### config.mk
export PLATFORM = sky130hd
export DESIGN_NAME = spi_cmd_queue_flat
export DESIGN_NICKNAME = d
export VERILOG_FILES = /design/src/rtl/spi_cmd_queue_if.sv /design/src/rtl/spi_cmd_queue.sv /design/src/flat_wrapper.sv
export SDC_FILE = /design/constraint.sdc
export NUM_CORES = 1
export LEC_CHECK = 0
export ABC_AREA = 1
export ABC_CLOCK_PERIOD_IN_PS = 3300
export BUFFER_PORTS_ARGS = -buffer_cell sky130_fd_sc_hd__buf_2
export CAP_MARGIN = 15
export CORE_ASPECT_RATIO = 0.5
export CORE_MARGIN = 2
export CORE_UTILIZATION = 46
export CTS_BUF_LIST = sky130_fd_sc_hd__clkbuf_16
export CTS_CLUSTER_SIZE = 30
export DETAILED_ROUTE_END_ITERATION = 8
export PLACE_DENSITY = 0.75
export SETUP_SLACK_MARGIN = 0.1
export SLEW_MARGIN = 20
export SYNTH_ARGS = -nofsm -noshare
export SYNTH_HDL_FRONTEND = slang
export SYNTH_SLANG_ARGS = --single-unit
### constraint.sdc
create_clock -name clk -period 3.3 [get_ports clk]
set_input_delay 0.165 -clock clk [delete_from_list [all_inputs] [get_ports clk]]
set_output_delay 0.165 -clock clk [all_outputs]
set_load 0.02 [all_outputs]
### src/rtl/spi_cmd_queue_if.sv
// Host command/response and spi_ctrl command bus for spi_cmd_queue.
// slave = the queue, master = the host / spi_ctrl side.
interface spi_cmd_queue_if;
    logic [23:0] cmd_in;
    logic        cmd_in_valid;
    logic        cmd_in_ready;
    logic [7:0]  rsp_data;
    logic [14:0] rsp_addr;
    logic        rsp_valid;
    logic        rsp_ready;
    logic [23:0] ctrl_cmd_data;
    logic        ctrl_ready;
    logic        ctrl_en;
    logic [7:0]  ctrl_read_data;
    logic        ctrl_sink_vld;

    modport slave (
        input  cmd_in, cmd_in_valid, rsp_ready, ctrl_read_data, ctrl_sink_vld,
        output cmd_in_ready, rsp_data, rsp_addr, rsp_valid,
               ctrl_cmd_data, ctrl_ready, ctrl_en
    );

    modport master (
        output cmd_in, cmd_in_valid, rsp_ready, ctrl_read_data, ctrl_sink_vld,
        input  cmd_in_ready, rsp_data, rsp_addr, rsp_valid,
               ctrl_cmd_data, ctrl_ready, ctrl_en
    );
endinterface

### src/rtl/spi_cmd_queue.sv
// Command FIFO and one-at-a-time issue scheduler in front of spi_ctrl.
// Optional WAIT timeout is enabled by defining SPI_CMD_QUEUE_TIMEOUT_EN.
module spi_cmd_queue #(
    parameter int DEPTH          = 8,
    parameter int TIMEOUT_CYCLES = 4096
) (
    input  logic                   clk,
    input  logic                   rst_n,
    spi_cmd_queue_if.slave         bus,
    output logic [$clog2(DEPTH):0] level,
    output logic                   busy,
    output logic                   timeout_err,
    input  logic                   err_clr
);
    localparam int AW = $clog2(DEPTH);

    typedef enum logic [1:0] {IDLE, ISSUE, WAIT, RESP} state_t;

    state_t      state;
    logic [23:0] mem [DEPTH];
    logic [AW:0] wr_ptr;
    logic [AW:0] rd_ptr;
    logic [23:0] head;
    logic        is_read;
    logic [14:0] addr;
    logic        full;
    logic        empty;
    logic        push;

    // Extra pointer bit separates full (MSBs differ) from empty (pointers equal).
    assign full             = (wr_ptr[AW] != rd_ptr[AW]) && (wr_ptr[AW-1:0] == rd_ptr[AW-1:0]);
    assign empty            = (wr_ptr == rd_ptr);
    assign level            = wr_ptr - rd_ptr;
    assign push             = bus.cmd_in_valid && !full;
    assign bus.cmd_in_ready = !full;
    assign head             = mem[rd_ptr[AW-1:0]];
    assign busy             = (state != IDLE) || !empty;

    always_ff @(posedge clk) begin
        if (push) begin
            mem[wr_ptr[AW-1:0]] <= bus.cmd_in;
        end
    end

    always_ff @(posedge clk or negedge rst_n) begin
        if (!rst_n) begin
            wr_ptr <= '0;
        end else if (push) begin
            wr_ptr <= wr_ptr + 1'b1;
        end
    end

`ifdef SPI_CMD_QUEUE_TIMEOUT_EN
    localparam int CW = $clog2(TIMEOUT_CYCLES + 1);
    logic [CW-1:0] wait_cnt;
    logic          timeout_hit;

    assign timeout_hit = (state == WAIT) && !bus.ctrl_sink_vld &&
                         (wait_cnt == CW'(TIMEOUT_CYCLES - 1));

    // A new timeout takes priority over a simultaneous clear.
    always_ff @(posedge clk or negedge rst_n) begin
        if (!rst_n) begin
            timeout_err <= 1'b0;
        end else if (timeout_hit) begin
            timeout_err <= 1'b1;
        end else if (err_clr) begin
            timeout_err <= 1'b0;
        end
    end
`else
    logic unused_cfg;
    assign unused_cfg  = err_clr ^ (TIMEOUT_CYCLES == 0);
    assign timeout_err = 1'b0;
`endif

    always_ff @(posedge clk or negedge rst_n) begin
        if (!rst_n) begin
            state             <= IDLE;
            rd_ptr            <= '0;
            is_read           <= 1'b0;
            addr              <= '0;
            bus.ctrl_cmd_data <= '0;
            bus.ctrl_ready    <= 1'b0;
            bus.ctrl_en       <= 1'b0;
            bus.rsp_valid     <= 1'b0;
            bus.rsp_data      <= '0;
            bus.rsp_addr      <= '0;
`ifdef SPI_CMD_QUEUE_TIMEOUT_EN
            wait_cnt          <= '0;
`endif
        end else begin
            bus.ctrl_en <= 1'b1;
            case (state)
                IDLE: begin
                    if (!empty) begin
                        bus.ctrl_cmd_data <= head;
                        is_read           <= !head[23];
                        addr              <= head[22:8];
                        rd_ptr            <= rd_ptr + 1'b1;
                        bus.ctrl_ready    <= 1'b1;
                        state             <= ISSUE;
                    end
                end
                ISSUE: begin
                    bus.ctrl_ready <= 1'b0;
                    state          <= WAIT;
`ifdef SPI_CMD_QUEUE_TIMEOUT_EN
                    wait_cnt       <= '0;
`endif
                end
                WAIT: begin
                    if (bus.ctrl_sink_vld) begin
                        if (is_read) begin
                            bus.rsp_data  <= bus.ctrl_read_data;
                            bus.rsp_addr  <= addr;
                            bus.rsp_valid <= 1'b1;
                            state         <= RESP;
                        end else begin
                            state <= IDLE;
                        end
                    end
`ifdef SPI_CMD_QUEUE_TIMEOUT_EN
                    // A timed-out read still answers the host, with all-ones data.
                    else if (timeout_hit) begin
                        if (is_read) begin
                            bus.rsp_data  <= 8'hFF;
                            bus.rsp_addr  <= addr;
                            bus.rsp_valid <= 1'b1;
                            state         <= RESP;
                        end else begin
                            state <= IDLE;
                        end
                    end else begin
                        wait_cnt <= wait_cnt + CW'(1);
                    end
`endif
                end
                RESP: begin
                    if (bus.rsp_ready) begin
                        bus.rsp_valid <= 1'b0;
                        state         <= IDLE;
                    end
                end
                default: state <= IDLE;
            endcase
        end
    end
endmodule
### src/flat_wrapper.sv
// flat-port wrapper written by rule: the top's interface ports become plain ports
module spi_cmd_queue_flat 
#(
    parameter int DEPTH          = 8,
    parameter int TIMEOUT_CYCLES = 4096
)
  (clk, rst_n, level, busy, timeout_err, err_clr, bus_cmd_in, bus_cmd_in_valid, bus_rsp_ready, bus_ctrl_read_data, bus_ctrl_sink_vld, bus_cmd_in_ready, bus_rsp_data, bus_rsp_addr, bus_rsp_valid, bus_ctrl_cmd_data, bus_ctrl_ready, bus_ctrl_en);
  spi_cmd_queue_if bus_i ();
  input  logic clk;
  input  logic rst_n;
  output logic [$clog2(DEPTH):0] level;
  output logic busy;
  output logic timeout_err;
  input  logic err_clr;
  input wire logic [$bits(bus_i.cmd_in)-1:0] bus_cmd_in;
  input wire logic [$bits(bus_i.cmd_in_valid)-1:0] bus_cmd_in_valid;
  input wire logic [$bits(bus_i.rsp_ready)-1:0] bus_rsp_ready;
  input wire logic [$bits(bus_i.ctrl_read_data)-1:0] bus_ctrl_read_data;
  input wire logic [$bits(bus_i.ctrl_sink_vld)-1:0] bus_ctrl_sink_vld;
  output wire logic [$bits(bus_i.cmd_in_ready)-1:0] bus_cmd_in_ready;
  output wire logic [$bits(bus_i.rsp_data)-1:0] bus_rsp_data;
  output wire logic [$bits(bus_i.rsp_addr)-1:0] bus_rsp_addr;
  output wire logic [$bits(bus_i.rsp_valid)-1:0] bus_rsp_valid;
  output wire logic [$bits(bus_i.ctrl_cmd_data)-1:0] bus_ctrl_cmd_data;
  output wire logic [$bits(bus_i.ctrl_ready)-1:0] bus_ctrl_ready;
  output wire logic [$bits(bus_i.ctrl_en)-1:0] bus_ctrl_en;
  assign bus_i.cmd_in = bus_cmd_in;
  assign bus_i.cmd_in_valid = bus_cmd_in_valid;
  assign bus_i.rsp_ready = bus_rsp_ready;
  assign bus_i.ctrl_read_data = bus_ctrl_read_data;
  assign bus_i.ctrl_sink_vld = bus_ctrl_sink_vld;
  assign bus_cmd_in_ready = bus_i.cmd_in_ready;
  assign bus_rsp_data = bus_i.rsp_data;
  assign bus_rsp_addr = bus_i.rsp_addr;
  assign bus_rsp_valid = bus_i.rsp_valid;
  assign bus_ctrl_cmd_data = bus_i.ctrl_cmd_data;
  assign bus_ctrl_ready = bus_i.ctrl_ready;
  assign bus_ctrl_en = bus_i.ctrl_en;
  spi_cmd_queue #(.DEPTH(DEPTH), .TIMEOUT_CYCLES(TIMEOUT_CYCLES)) u_core (.clk(clk), .rst_n(rst_n), .bus(bus_i), .level(level), .busy(busy), .timeout_err(timeout_err), .err_clr(err_clr));
endmodule
==> reports/qor.txt <==
Number of buffer and inverter instances along the worst setup path: 3
Total length of routed wires: 22300 um
Maximum capacitance violations: 0
Global route total overflow: 0
Most used standard cells in the synthesized netlist: 377 x sky130_fd_sc_hd__nand2_1, 192 x sky130_fd_sc_hd__edfxtp_1, 103 x sky130_fd_sc_hd__nand3_1
Crit-path max FO: 50
Crit Path Class: register to output port
Post-synth top area cell: sky130_fd_sc_hd__edfxtp_1
#FFs+latches synth: 253
Growth of design area from synthesis to finish: 18.2%
Maximum clock rate: 405 MHz
Required time of the worst setup path: 3.13 ns
Initial standard-cell utilization of the core: 47.1%
Number of enable flip-flop cells after synthesis: 192
Initial antenna violation count: 0
Maximum number of pins on one net before global-route repair: 99
Number of port buffers: 92
Cell count after synthesis: 937
TNS Setup: 0 ns
Ports placed on the boundary: 95
Drc violations: 0
Setup repair after global routing missed its margin: no
Top-count cell post-synth: sky130_fd_sc_hd__nand2_1
Largest buffer count on any clock path: 3
Clock root buffer: sky130_fd_sc_hd__clkbuf_16
Die span in y: 110 um
Post-synthesis net count: 981
Arrival time of data at the critical path endpoint: 2.30 ns
Number of library cell types mapped by synthesis: 25
Total of hold buffers inserted after clock tree synthesis: 35
Wire length of the first global-routing pass: 35500 um
Cell area after layout: 12100 sq um
Standard cell with the maximum stage delay on the critical path: sky130_fd_sc_hd__fa_1
CP max stage delay: 0.53 ns
ANT cells: 0
Placed standard-cell area: 11000 sq um
Routability Congestion: 0.711
DRC violation total after the first TritonRoute iteration: 644
Clk_lat worst skew: 0.54 ns
Antenna viol nets, final: 0
Area enclosed by the die boundary: 23600 sq um
Warning count from the yosys run: 0
Final period utilization: 74.8%
Fraction of final layout cells with drive strength greater than 1: 16.1%
Average wire per cell in the routed design: 16.1 um
Capturing element type of the critical path: output port
Ranking of synthesized cells by area: sky130_fd_sc_hd__edfxtp_1 56%, sky130_fd_sc_hd__dfrtp_1 15%, sky130_fd_sc_hd__nand2_1 14%
Maximum level of the CTS H-tree: 1
Class of the most critical hold timing path: input port to register
Syn Area/Cell: 11.0 sq um
Headroom to the max-slew limit: 30.3%
Final setup violation count: 0
Result of the run: complete, no violations
Hold Violations, Final: 0
Die span in x: 215 um
Number of max-slew violations in the final report: 0
Cell family with most CP delay: buffers and inverters
Via count of the first global-routing pass: 6951
Number of instances resized during post-cts repair: 0
TritonCTS clock tree: yes
Area of the core: 21800 sq um
Slew at the pin with the worst max-slew slack: 1.05 ns
Final net count: 1114
Share of async-settable or async-resettable flops after synthesis: 24.1%
Syn Std Cell Area: 10300 sq um
First drt pass iteration count: 5
Mean number of vias per cell: 5.11
Sequential-to-total area share from yosys stat: 71.0%
Final clock skew: 0.0319 ns
Most used flip-flop cell after synthesis: sky130_fd_sc_hd__edfxtp_1
All-layer global routing usage: 19.2%
VDD IR-drop max: 0.463 mV
Sink count of the clock tree: 253
Power per cell area: 930 nW/um^2
Fraction of synthesized cell area taken by the top area cell type: 56.2%
Final worst path period need: 2.47 ns
Static leakage: 0.00521 uW
Total number of placement rows: 38
Clock transition at the register clock pins on the worst setup and hold paths after CTS: 0.07 ns
Total setup buffers inserted after CTS: 0
Detailed-placement wirelength estimate: 13400 um
Vias post-DR: 7091
Total clock buffers created by CTS: 24
List of cells traversed by the critical path: inv_2, buf_4, fa_1, buf_2
Kind of launch point of the worst setup path: register
## power by group
part,switching [uW],internal [uW],total [uW]
combinational,2930,1250,4180
clock,1190,1420,2610
sequential,328,4170,4490
## cell families (layout without fill, tap and decap cells)
family                   Yosys count  count (layout)  synth area share, %
AND/OR/NAND/NOR                  569             569                 22.3
flip-flops                       253             253                 71.0
buffers and inverters             69             220                 3.62
AO/OA/AOI/OAI                     32              32                 1.65
adder cells (fa/ha/maj)            6               6                0.804
XOR/XNOR                           6               6                0.512
other                              2               2               0.0732
## routing by layer
layer / track usage [%] / part of all wire [%] / vias to the layer above
met2: 32.7 / 47 / 285
li1: - / - / 3379
met1: 25.9 / 43 / 3393
met3: 3.54 / 8.1 / 34
met5: 0 / 0 / -
met4: 4.73 / 1.6 / 0
## placed cells by master (no fill, tap or decap)
cell type / count
sky130_fd_sc_hd__buf_2: 92
sky130_fd_sc_hd__clkinv_16: 1
sky130_fd_sc_hd__ha_1: 5
sky130_fd_sc_hd__xnor2_1: 1
sky130_fd_sc_hd__o21ai_1: 25
sky130_fd_sc_hd__a21boi_2: 1
sky130_fd_sc_hd__o21ai_0: 4
sky130_fd_sc_hd__dlygate4sd3_1: 35
sky130_fd_sc_hd__a21oi_1: 1
sky130_fd_sc_hd__buf_4: 25
sky130_fd_sc_hd__dfrtp_1: 60
sky130_fd_sc_hd__a22oi_1: 1
sky130_fd_sc_hd__conb_1: 2
sky130_fd_sc_hd__nand2_1: 377
sky130_fd_sc_hd__bufinv_16: 1
sky130_fd_sc_hd__nand3_1: 103
sky130_fd_sc_hd__nor2_4: 1
sky130_fd_sc_hd__inv_4: 1
sky130_fd_sc_hd__inv_2: 6
sky130_fd_sc_hd__clkinv_2: 4
sky130_fd_sc_hd__clkinvlp_4: 2
sky130_fd_sc_hd__xor2_1: 5
sky130_fd_sc_hd__nor2_2: 9
sky130_fd_sc_hd__nor2_1: 73
sky130_fd_sc_hd__clkinv_1: 7
sky130_fd_sc_hd__nand2_2: 6
sky130_fd_sc_hd__edfxtp_1: 192
sky130_fd_sc_hd__fa_1: 1
sky130_fd_sc_hd__dfrtp_2: 1
sky130_fd_sc_hd__clkbuf_16: 24
sky130_fd_sc_hd__clkinv_8: 1
sky130_fd_sc_hd__inv_1: 21
## final cells by class
cell class	instances	area, sq um
Multi-Input combinational cell	615	2620
Fill cell	1779	9640
Sequential cell	253	7290
Timing Repair Buffer	152	998
Tap cell	300	375
Inverter	24	92.6
Clock buffer	24	601
Clock inverter	20	153
## worst min-delay path, stage by stage
cell and delay (ns):
sky130_fd_sc_hd__buf_2 0.27, sky130_fd_sc_hd__nand3_1 0.16, sky130_fd_sc_hd__nand2_1 0.05
## flip-flops by register name (all words and copies together), names as in the netlist
signal,flops
u_core.state,2
u_core.bus.rsp_addr,15
u_core.bus.ctrl_en,1
u_core.mem,192
u_core.bus.rsp_valid,1
u_core.bus.ctrl_cmd_data,10
u_core.addr,14
u_core.rd_ptr,4
u_core.is_read,1
u_core.wr_ptr,4
u_core.bus.ctrl_ready,1
u_core.bus.rsp_data,8
## through the flow
stage | setup WS, ns | std cells | total power, uW | hold WS, ns | util [%]
after detailed placement | 0.994 | 1309 | 8690 | 0.235 | 50.7
after floorplan | 0.0653 | 937 | 7490 | -0.131 | -
after global routing | 0.741 | 1388 | 12000 | 0.146 | 55.7
after global placement | 1.05 | 1309 | 8520 | 0.216 | 50.7
final | 0.830 | 1388 | 11300 | 0.143 | 55.7
after CTS | 0.807 | 1388 | 11300 | 0.118 | 55.7
## final timing paths
check	to	start	slack [ns]	cells after the start
setup / recovery	level[1]	u_core.rd_ptr[1]$_DFFE_PN0P_	0.83	4
hold / removal	u_core.bus.rsp_addr[6]$_DFFE_PN0P_	bus_ctrl_sink_vld	0.14	3
setup reg to reg	u_core.mem[3][21]$_DFFE_PP_	u_core.rd_ptr[1]$_DFFE_PN0P_	0.99	10
hold reg to reg	u_core.bus.rsp_data[4]$_DFFE_PN0P_	u_core.bus.rsp_data[4]$_DFFE_PN0P_	0.46	2
max in group asynchronous	u_core.rd_ptr[0]$_DFFE_PN0P_	rst_n	2.07	3
min in group asynchronous	u_core.bus.ctrl_cmd_data[3]$_DFFE_PN0P_	rst_n	0.21	2
Note: power is estimated with default switching activity, not from simulation.
